<file path="src/rtl/ami_stream_reader.sv">
// AMI read initiator: turns a (base address, beat count) command into 64-byte read
// requests and streams the in-order responses out through a credit-protected FIFO.
module ami_stream_reader #(
    parameter int ADDR_W     = 64,
    parameter int DATA_W     = 512,
    parameter int SIZE_W     = 7,
    parameter int CNT_W      = 16,
    parameter int FIFO_DEPTH = 8
) (
    input  logic              clk,
    input  logic              rst,
    input  logic              cmd_valid,
    output logic              cmd_ready,
    input  logic [ADDR_W-1:0] cmd_addr,
    input  logic [CNT_W-1:0]  cmd_count,
    output logic              req_valid,
    output logic              req_is_write,
    output logic [ADDR_W-1:0] req_addr,
    output logic [SIZE_W-1:0] req_size,
    output logic [DATA_W-1:0] req_data,
    input  logic              req_grant,
    input  logic              resp_valid,
    input  logic [DATA_W-1:0] resp_data,
    input  logic [SIZE_W-1:0] resp_size,
    output logic              resp_grant,
    output logic              out_valid,
    input  logic              out_ready,
    output logic [DATA_W-1:0] out_data,
    output logic              out_last,
    output logic              busy,
    output logic              done,
    output logic              err
);
    localparam int PTR_W = $clog2(FIFO_DEPTH);
    localparam int OCC_W = PTR_W + 1;
    localparam logic [SIZE_W-1:0] BEAT_BYTES = SIZE_W'(64);
    localparam logic [ADDR_W-1:0] ADDR_STEP  = ADDR_W'(64);
    localparam logic [ADDR_W-1:0] ADDR_LOW   = ADDR_W'(63);
    localparam logic [OCC_W:0]    DEPTH_EXT  = (OCC_W + 1)'(FIFO_DEPTH);

    typedef enum logic [1:0] {
        S_IDLE  = 2'd0,
        S_RUN   = 2'd1,
        S_DRAIN = 2'd2
    } state_t;

    state_t                r_state;
    state_t                w_state_next;
    logic [ADDR_W-1:0]     r_req_addr;
    logic [CNT_W-1:0]      r_count;
    logic [CNT_W-1:0]      r_issued;
    logic [CNT_W-1:0]      r_received;
    logic [OCC_W-1:0]      r_outstanding;
    logic [OCC_W-1:0]      r_occ;
    logic [PTR_W-1:0]      r_wr_ptr;
    logic [PTR_W-1:0]      r_rd_ptr;
    logic [DATA_W-1:0]     r_mem [FIFO_DEPTH];
    logic [FIFO_DEPTH-1:0] r_last_mem;
    logic                  r_done;
    logic                  r_err;

    logic w_accept;
    logic w_credit_ok;
    logic w_req_valid;
    logic w_req_fire;
    logic w_resp_ok;
    logic w_push;
    logic w_push_last;
    logic w_pop;
    logic w_bad_resp;
    logic w_done_set;

    // Slots already promised (buffered + in flight) must leave room for every new request.
    assign w_accept    = (r_state == S_IDLE) && cmd_valid;
    assign w_credit_ok = ({1'b0, r_occ} + {1'b0, r_outstanding}) < DEPTH_EXT;
    assign w_req_valid = (r_state == S_RUN) && (r_issued < r_count) && w_credit_ok;
    assign w_req_fire  = w_req_valid && req_grant;
    assign w_resp_ok   = (r_state != S_IDLE) && (r_outstanding != OCC_W'(0));
    assign w_push      = resp_valid && w_resp_ok;
    assign w_push_last = (r_received == (r_count - CNT_W'(1)));
    assign w_pop       = (r_occ != OCC_W'(0)) && out_ready;
    assign w_bad_resp  = resp_valid && (!w_resp_ok || (resp_size != BEAT_BYTES));

    // Next-state and completion-pulse decode.
    always_comb begin
        w_state_next = r_state;
        w_done_set   = 1'b0;
        case (r_state)
            S_IDLE: begin
                if (cmd_valid) begin
                    if (cmd_count != CNT_W'(0)) begin
                        w_state_next = S_RUN;
                    end else begin
                        w_done_set = 1'b1;
                    end
                end else begin
                    w_state_next = S_IDLE;
                end
            end
            S_RUN: begin
                if (r_issued == r_count) begin
                    w_state_next = S_DRAIN;
                end else begin
                    w_state_next = S_RUN;
                end
            end
            S_DRAIN: begin
                if ((r_received == r_count) && (r_occ == OCC_W'(0))) begin
                    w_state_next = S_IDLE;
                    w_done_set   = 1'b1;
                end else begin
                    w_state_next = S_DRAIN;
                end
            end
            default: begin
                w_state_next = S_IDLE;
            end
        endcase
    end

    // State register plus done pulse and sticky error flag.
    always_ff @(posedge clk or posedge rst) begin
        if (rst) begin
            r_state <= S_IDLE;
            r_done  <= 1'b0;
            r_err   <= 1'b0;
        end else begin
            r_state <= w_state_next;
            r_done  <= w_done_set;
            r_err   <= r_err | w_bad_resp;
        end
    end

    // Command latch, request address walk and issue/receive counters.
    always_ff @(posedge clk or posedge rst) begin
        if (rst) begin
            r_req_addr <= ADDR_W'(0);
            r_count    <= CNT_W'(0);
            r_issued   <= CNT_W'(0);
            r_received <= CNT_W'(0);
        end else if (w_accept) begin
            r_req_addr <= cmd_addr & ~ADDR_LOW;
            r_count    <= cmd_count;
            r_issued   <= CNT_W'(0);
            r_received <= CNT_W'(0);
        end else begin
            if (w_req_fire) begin
                r_req_addr <= r_req_addr + ADDR_STEP;
                r_issued   <= r_issued + CNT_W'(1);
            end
            if (w_push) begin
                r_received <= r_received + CNT_W'(1);
            end
        end
    end

    // In-flight request count and FIFO bookkeeping.
    always_ff @(posedge clk or posedge rst) begin
        if (rst) begin
            r_outstanding <= OCC_W'(0);
            r_occ         <= OCC_W'(0);
            r_wr_ptr      <= PTR_W'(0);
            r_rd_ptr      <= PTR_W'(0);
        end else begin
            case ({w_req_fire, w_push})
                2'b10:   r_outstanding <= r_outstanding + OCC_W'(1);
                2'b01:   r_outstanding <= r_outstanding - OCC_W'(1);
                default: r_outstanding <= r_outstanding;
            endcase
            case ({w_push, w_pop})
                2'b10:   r_occ <= r_occ + OCC_W'(1);
                2'b01:   r_occ <= r_occ - OCC_W'(1);
                default: r_occ <= r_occ;
            endcase
            if (w_push) begin
                r_wr_ptr <= r_wr_ptr + PTR_W'(1);
            end
            if (w_pop) begin
                r_rd_ptr <= r_rd_ptr + PTR_W'(1);
            end
        end
    end

    // Buffer storage; contents need no reset because occupancy gates out_valid.
    always_ff @(posedge clk) begin
        if (w_push) begin
            r_mem[r_wr_ptr]      <= resp_data;
            r_last_mem[r_wr_ptr] <= w_push_last;
        end
    end

    assign cmd_ready    = (r_state == S_IDLE);
    assign req_valid    = w_req_valid;
    assign req_is_write = 1'b0;
    assign req_addr     = r_req_addr;
    assign req_size     = BEAT_BYTES;
    assign req_data     = DATA_W'(0);
    assign resp_grant   = resp_valid;
    assign out_valid    = (r_occ != OCC_W'(0));
    assign out_data     = r_mem[r_rd_ptr];
    assign out_last     = out_valid && r_last_mem[r_rd_ptr];
    assign busy         = (r_state != S_IDLE);
    assign done         = r_done;
    assign err          = r_err;

endmodule
</file>
<file path="config.mk">
export PLATFORM = sky130hd
export DESIGN_NAME = ami_stream_reader
export DESIGN_NICKNAME = d
export VERILOG_FILES = /design/src/rtl/ami_stream_reader.sv
export SDC_FILE = /design/constraint.sdc
export NUM_CORES = 2
export LEC_CHECK = 0
export ABC_AREA = 1
export ABC_CLOCK_PERIOD_IN_PS = 27300
export CELL_PAD_IN_SITES_DETAIL_PLACEMENT = 1
export CELL_PAD_IN_SITES_GLOBAL_PLACEMENT = 1
export CORE_AREA = 2 2 675 677
export CTS_CLUSTER_DIAMETER = 150
export DETAILED_ROUTE_END_ITERATION = 8
export DIE_AREA = 0 0 677 679
export PLACE_DENSITY_LB_ADDON = 0.1
export RECOVER_POWER = 25
export SYNTH_ARGS = -nofsm -noshare
export SYNTH_HDL_FRONTEND = slang
export SYNTH_SLANG_ARGS = --single-unit
export TNS_END_PERCENT = 50
</file>
<file path="constraint.sdc">
create_clock -name clk -period 27.3 [get_ports clk]
set_input_delay 2.73 -clock clk [delete_from_list [all_inputs] [get_ports clk]]
set_output_delay 2.73 -clock clk [all_outputs]
set_load 0.1 [all_outputs]
</file>
==> Word-level counts from Yosys, hierarchy flattened <==
Memories as Yosys holds them, arrays and structs flattened.
Index checks and enable logic that the tools add are counted.
{ "word_totals": {"regBits": 138, "latchBits": 0, "mem_bits_rw": 4096, "rom_bits": 0, "in_bits": 605, "output_inout_bits": 1104, "wordCells": 88, "n_memories": 1} }
{ "op_classes": {"n_addsub": 11, "n_mul": 0, "n_div": 0, "n_lt_le_gt_ge": 5, "n_eq_ne": 11, "shifts": 0, "n_mux": 24, "bitwise_logic": 1, "n_reduce_logical": 23} }
{ "memory_table": {"columns": ["name", "depth", "word_bits", "rd", "rd_clocked_by_memory_dff", "write_ports", "line_no", "source"], "rows": [
  ["r_mem", 8, 512, 1, 0, 1, "57", "logic [DATA_W-1:0] r_mem [FIFO_DEPTH];"]
]} }
{ "ops": {"columns": ["op", "n"], "rows": [
  ["$mux W64", 2],
  ["$add A64 B7 Y64 const B", 1],
  ["$mux W16", 4],
  ["$eq A16 B16 Y1", 3],
  ["$add A16 B1 Y16 const B", 2],
  ["$lt A16 B16 Y1", 1],
  ["$pmux W4 S2", 2],
  ["$reduce_bool A16 Y1", 1],
  ["$sub A16 B1 Y16 const B", 1],
  ["$logic_and A1 B1 Y1", 11],
  ["$reduce_bool A2 Y1", 5],
  ["$add A4 B1 Y4 const B", 2],
  ["$bwmux W8", 1],
  ["$lt A3 B4 Y1 const B", 2],
  ["$mux W2", 4],
  ["$reduce_bool A4 Y1", 2],
  ["$sub A4 B1 Y4 const B", 2],
  ["$mux W1", 7],
  ["$ne A7 B7 Y1 const B", 1],
  ["$add A3 B1 Y3 const B", 2],
  ["$eq A2 B1 Y1 const B", 3],
  ["$eq A2 B2 Y1 const B", 3],
  ["$pmux W2 S3", 1],
  ["$add A4 B4 Y5", 1],
  ["11 further kinds", 11]
]} }

==> Longest topological paths before layout <==
{ "depth": {"depth_word": 6, "depth_mapped": 20, "ltp_nobuf": 19} }

==> Least setup slack after synthesis <==
No wires, ideal clock.
{ "synth_path": {"kind": "input port to flip-flop", "startpoint": "input resp_valid", "endpoint": "register r_last_mem[0], enable pin", "setup_ns": 1.401, "t_arrival_ns": 24.538, "t_required_ns": 25.899, "setup_slack_ns": 1.361, "path_stages": 4, "n_path_buf": 1, "cell_sequence": "nand3_1 -> buf_2 -> or2_2 -> nor2_1"} }
{ "synth_via": {"elab_chain_len": 1} }
{ "synth_lines": {"columns": ["item", "line_no", "source"], "rows": [
  ["from (decl)", "22", "input logic resp_valid,"],
  ["$logic_and A1 B1 Y1", "79", "assign w_push = resp_valid && w_resp_ok;"],
  ["to (signal, indexed assignment)", "188", "r_last_mem[r_wr_ptr] <= w_push_last;"],
  ["to (decl)", "58", "logic [FIFO_DEPTH-1:0] r_last_mem;"]
]} }
No other way between the ends.
A chain may end at the register's enable or synchronous reset.

==> Final worst setup path <==
{ "layout_path": {"startpoint": "register r_rd_ptr[1]", "endpoint": "output out_data[368]"} }
{ "layout_via": {"elab_chain_len": 1} }
{ "layout_lines": {"columns": ["item", "line_no", "source"], "rows": [
  ["from (decl)", "56", "logic [PTR_W-1:0] r_rd_ptr;"],
  ["from (signal assigned)", "179", "r_rd_ptr <= r_rd_ptr + PTR_W'(1);"],
  ["$mem_v2 Z8 W512", null, null],
  ["to (decl)", "28", "output logic [DATA_W-1:0] out_data,"]
]} }
No other way between the ends.

==> out/metrics.csv <==
metric,value,unit
status,"complete, no violations",
drt-pass1-iter-count,5,
cts_setup_buffers,0,
cp-start-kind,flop,
synth_cells,13500,
gp_congestion,0.837,
fmax,0.0876,GHz
dieHeight,679,um
yosysTopAreaCell,edfxtp_1,
relSlewSlack,0.141,
layout.nets,15200,
multi_input_area,37600,sq um
synthArstFlopShare,0.0293,
crit_path_end_kind,primary output,
rsz0062_at_grt,no,
vias,111000,
path_max_fanout,108,
arrival,8.69,ns
dp_hpwl,322,mm
io_pins,1709,
synth_edf_count,4104,
grt_pass1_vias,115000,
cts_sinks,4228,
yosysUniqueCellTypes,40,
drive_above_1_share,0.0646,
port_buffers,1176,
start_util,0.376,
grt-ovfl-total,0,
grt_max_degree,248,
grt_pass1_wl,785,mm
hold_viol_final,0,
synth_ff_type,edfxtp_1,
row_count,247,
root_buffer,clkbuf_16,
final_area,200000,sq um
drv_cap,0,
synth_area,170000,sq um
antenna_left,0,
min_path_type,reg -> reg,
cts_buffers,463,
path_class,reg -> out,
synth_top_area_share,0.725,
synth_area_leaders,"edfxtp_1, nor2_1, o21ai_0",
cts_tree,yes,
clock_latency,1.00,ns
drc,0,
ys_seq_area_frac,0.743,
nFillCells,46700,
core,452000,sq um
worstMarginPinSlew,1.28,ns
drt-vias-per-instance,5.28,
maxSlewViolCount,0,
setup_viol,0,
min_period,11.42,ns
routed_wl,542,mm
cts_htree_levels,5,
yosys_warnings,0,
hold_buffers,0,
placed_cell_area,185000,sq um
grt_use_total,0.228,
critPathRequiredTime,24.57,ns
seq_area,126000,sq um
skew,0.0594,ns
cts_buffer_depth,4,
avgSynthCellArea,12.6,sq um
drt-wirelength-per-cell,25.8,um
die_area,460000,sq um
syn_to_final_growth,17.6,%
die_x,677,um
clkTransAtPathRegs,0.06,ns
ys_ff_latch,4228,
antenna_found_initial,286,
setup_tns,0,ns
cts_resized,0,
fin_crit_sh,0.418,
first_iter_violations,7039,
[synth_stat cells, types with 2 or more instances]
| library cell | number |
|---|---|
| a31oi_1 | 516 |
| buf_2 | 173 |
| clkbuf_1 | 575 |
| o31ai_1 | 3 |
| fa_1 | 2 |
| ha_1 | 31 |
| edfxtp_1 | 4104 |
| buf_6 | 23 |
| xnor2_1 | 16 |
| inv_2 | 3 |
| inv_1 | 149 |
| xor2_1 | 33 |
| nor3_1 | 18 |
| buf_4 | 559 |
| a21oi_1 | 12 |
| buf_1 | 32 |
| a211oi_1 | 2 |
| or2_2 | 17 |
| conb_1 | 2 |
| nor2_1 | 3776 |
| nand2_1 | 528 |
| nand4_1 | 41 |
| o21bai_1 | 7 |
| dfrtp_1 | 124 |
| nand3_1 | 117 |
| nor2_2 | 3 |
| o22ai_1 | 513 |
| nand3b_1 | 6 |
| o21ai_0 | 2150 |
| nor4_1 | 3 |
[cells by family after synthesis]
logic type      share of synthesized area
flops                               0.743
buf+inv                            0.0481
simple gates                        0.102
other cells                     0.0000442
fa+ha+maj                         0.00252
compound gates                      0.102
xor+xnor                          0.00252
[placed cells by master (no fill, tap or decap), types with 4 or more instances in the layout]
| master | n |
|---|---|
| inv_6 | 9 |
| clkdlybuf4s50_1 | 736 |
| diode_2 | 109 |
| clkinv_4 | 4 |
| o21bai_1 | 7 |
| inv_1 | 147 |
| nand2_1 | 526 |
| nor2_1 | 3768 |
| clkbuf_16 | 469 |
| conb_1 | 526 |
| clkinvlp_4 | 6 |
| nor3_1 | 18 |
| edfxtp_1 | 4104 |
| buf_12 | 26 |
| clkinv_8 | 5 |
| buf_4 | 280 |
| a31oi_1 | 516 |
| nand3_1 | 117 |
| xor2_1 | 33 |
| dlygate4sd3_1 | 315 |
| clkbuf_1 | 121 |
| o21ai_0 | 2150 |
| or2_2 | 17 |
| clkinv_1 | 111 |
| clkbuf_8 | 6 |
| a21oi_1 | 12 |
| nor2_4 | 8 |
| nand3b_1 | 6 |
| dfrtp_1 | 122 |
| clkinv_2 | 80 |
| bufinv_16 | 32 |
| nand4_1 | 41 |
| ha_1 | 31 |
| xnor2_1 | 16 |
| o22ai_1 | 513 |
| clkinv_16 | 7 |
[flip-flops by register name, indices dropped and copies added (netlist names)]
| signal | flops |
|---|---|
| done | 1 |
| req_addr | 58 |
| err | 1 |
| r_rd_ptr | 3 |
| r_received | 16 |
| r_mem | 4096 |
| r_occ | 4 |
| r_state | 2 |
| r_last_mem | 8 |
| r_outstanding | 4 |
| r_count | 16 |
| r_issued | 16 |
| r_wr_ptr | 3 |
[cell type report]
class	instances	share of cell area
clock inverters	254	0.0112
repair buffers	1357	0.0657
flip-flops and latches	4228	0.632
inverters	154	0.00312
well taps	5976	0.0374
multi-input cells	8327	0.188
clock buffers	596	0.0614
diodes	109	0.00136
[stage by stage]
stage | cells | hold slack (ns) | util | setup slack [ns]
2_1_floorplan | 14100 | 0.414 | - | 1.36
3_3_place_gp | 20000 | 0.433 | 0.410 | 16.58
3_5_place_dp | 20000 | 0.439 | 0.410 | 16.59
4_1_cts | 20900 | 0.446 | 0.442 | 15.51
5_1_grt | 20900 | 0.469 | 0.442 | 15.27
6_report | 21000 | 0.446 | 0.443 | 15.88
[path summary, 6_finish.rpt]
path / from / to / slack [ns] / cells past startpoint
worst max-delay path: r_rd_ptr[1] / out_data[368] / 15.88 / 12
worst min-delay path: r_state[0] / done / 0.45 / 1
worst max register to register: r_outstanding[1] / r_mem[3][336] / 21.37 / 12
worst min register to register: r_state[0] / done / 0.45 / 1
max in group asynchronous: rst / req_addr[50] / 23.57 / 3
min in group asynchronous: rst / r_rd_ptr[0] / 2.30 / 2
[routing by layer]
metal | global-route usage | vias to the layer above | share of wire
met5 | 0 | - | 0.0011
met4 | 0.0871 | 94 | 0.041
met3 | 0.0484 | 1118 | 0.059
met2 | 0.395 | 2612 | 0.50
met1 | 0.279 | 57100 | 0.40
li1 | - | 50000 | -
[critical path, stage by stage, from the launching register on]
cell,delay (ns)
dfrtp_4,0.77
inv_8,0.74
buf_4,0.68
buf_4,0.70
buf_4,0.67
buf_4,0.63
buf_4,0.51
buf_4,0.81
o21ai_0,0.21
o22ai_1,0.18
nor2_1,0.07
a31oi_1,0.30
clkdlybuf4s50_1,1.23
Power is not shown: default switching activity piles up to over one toggle a cycle in this logic, so the estimate is an artifact.
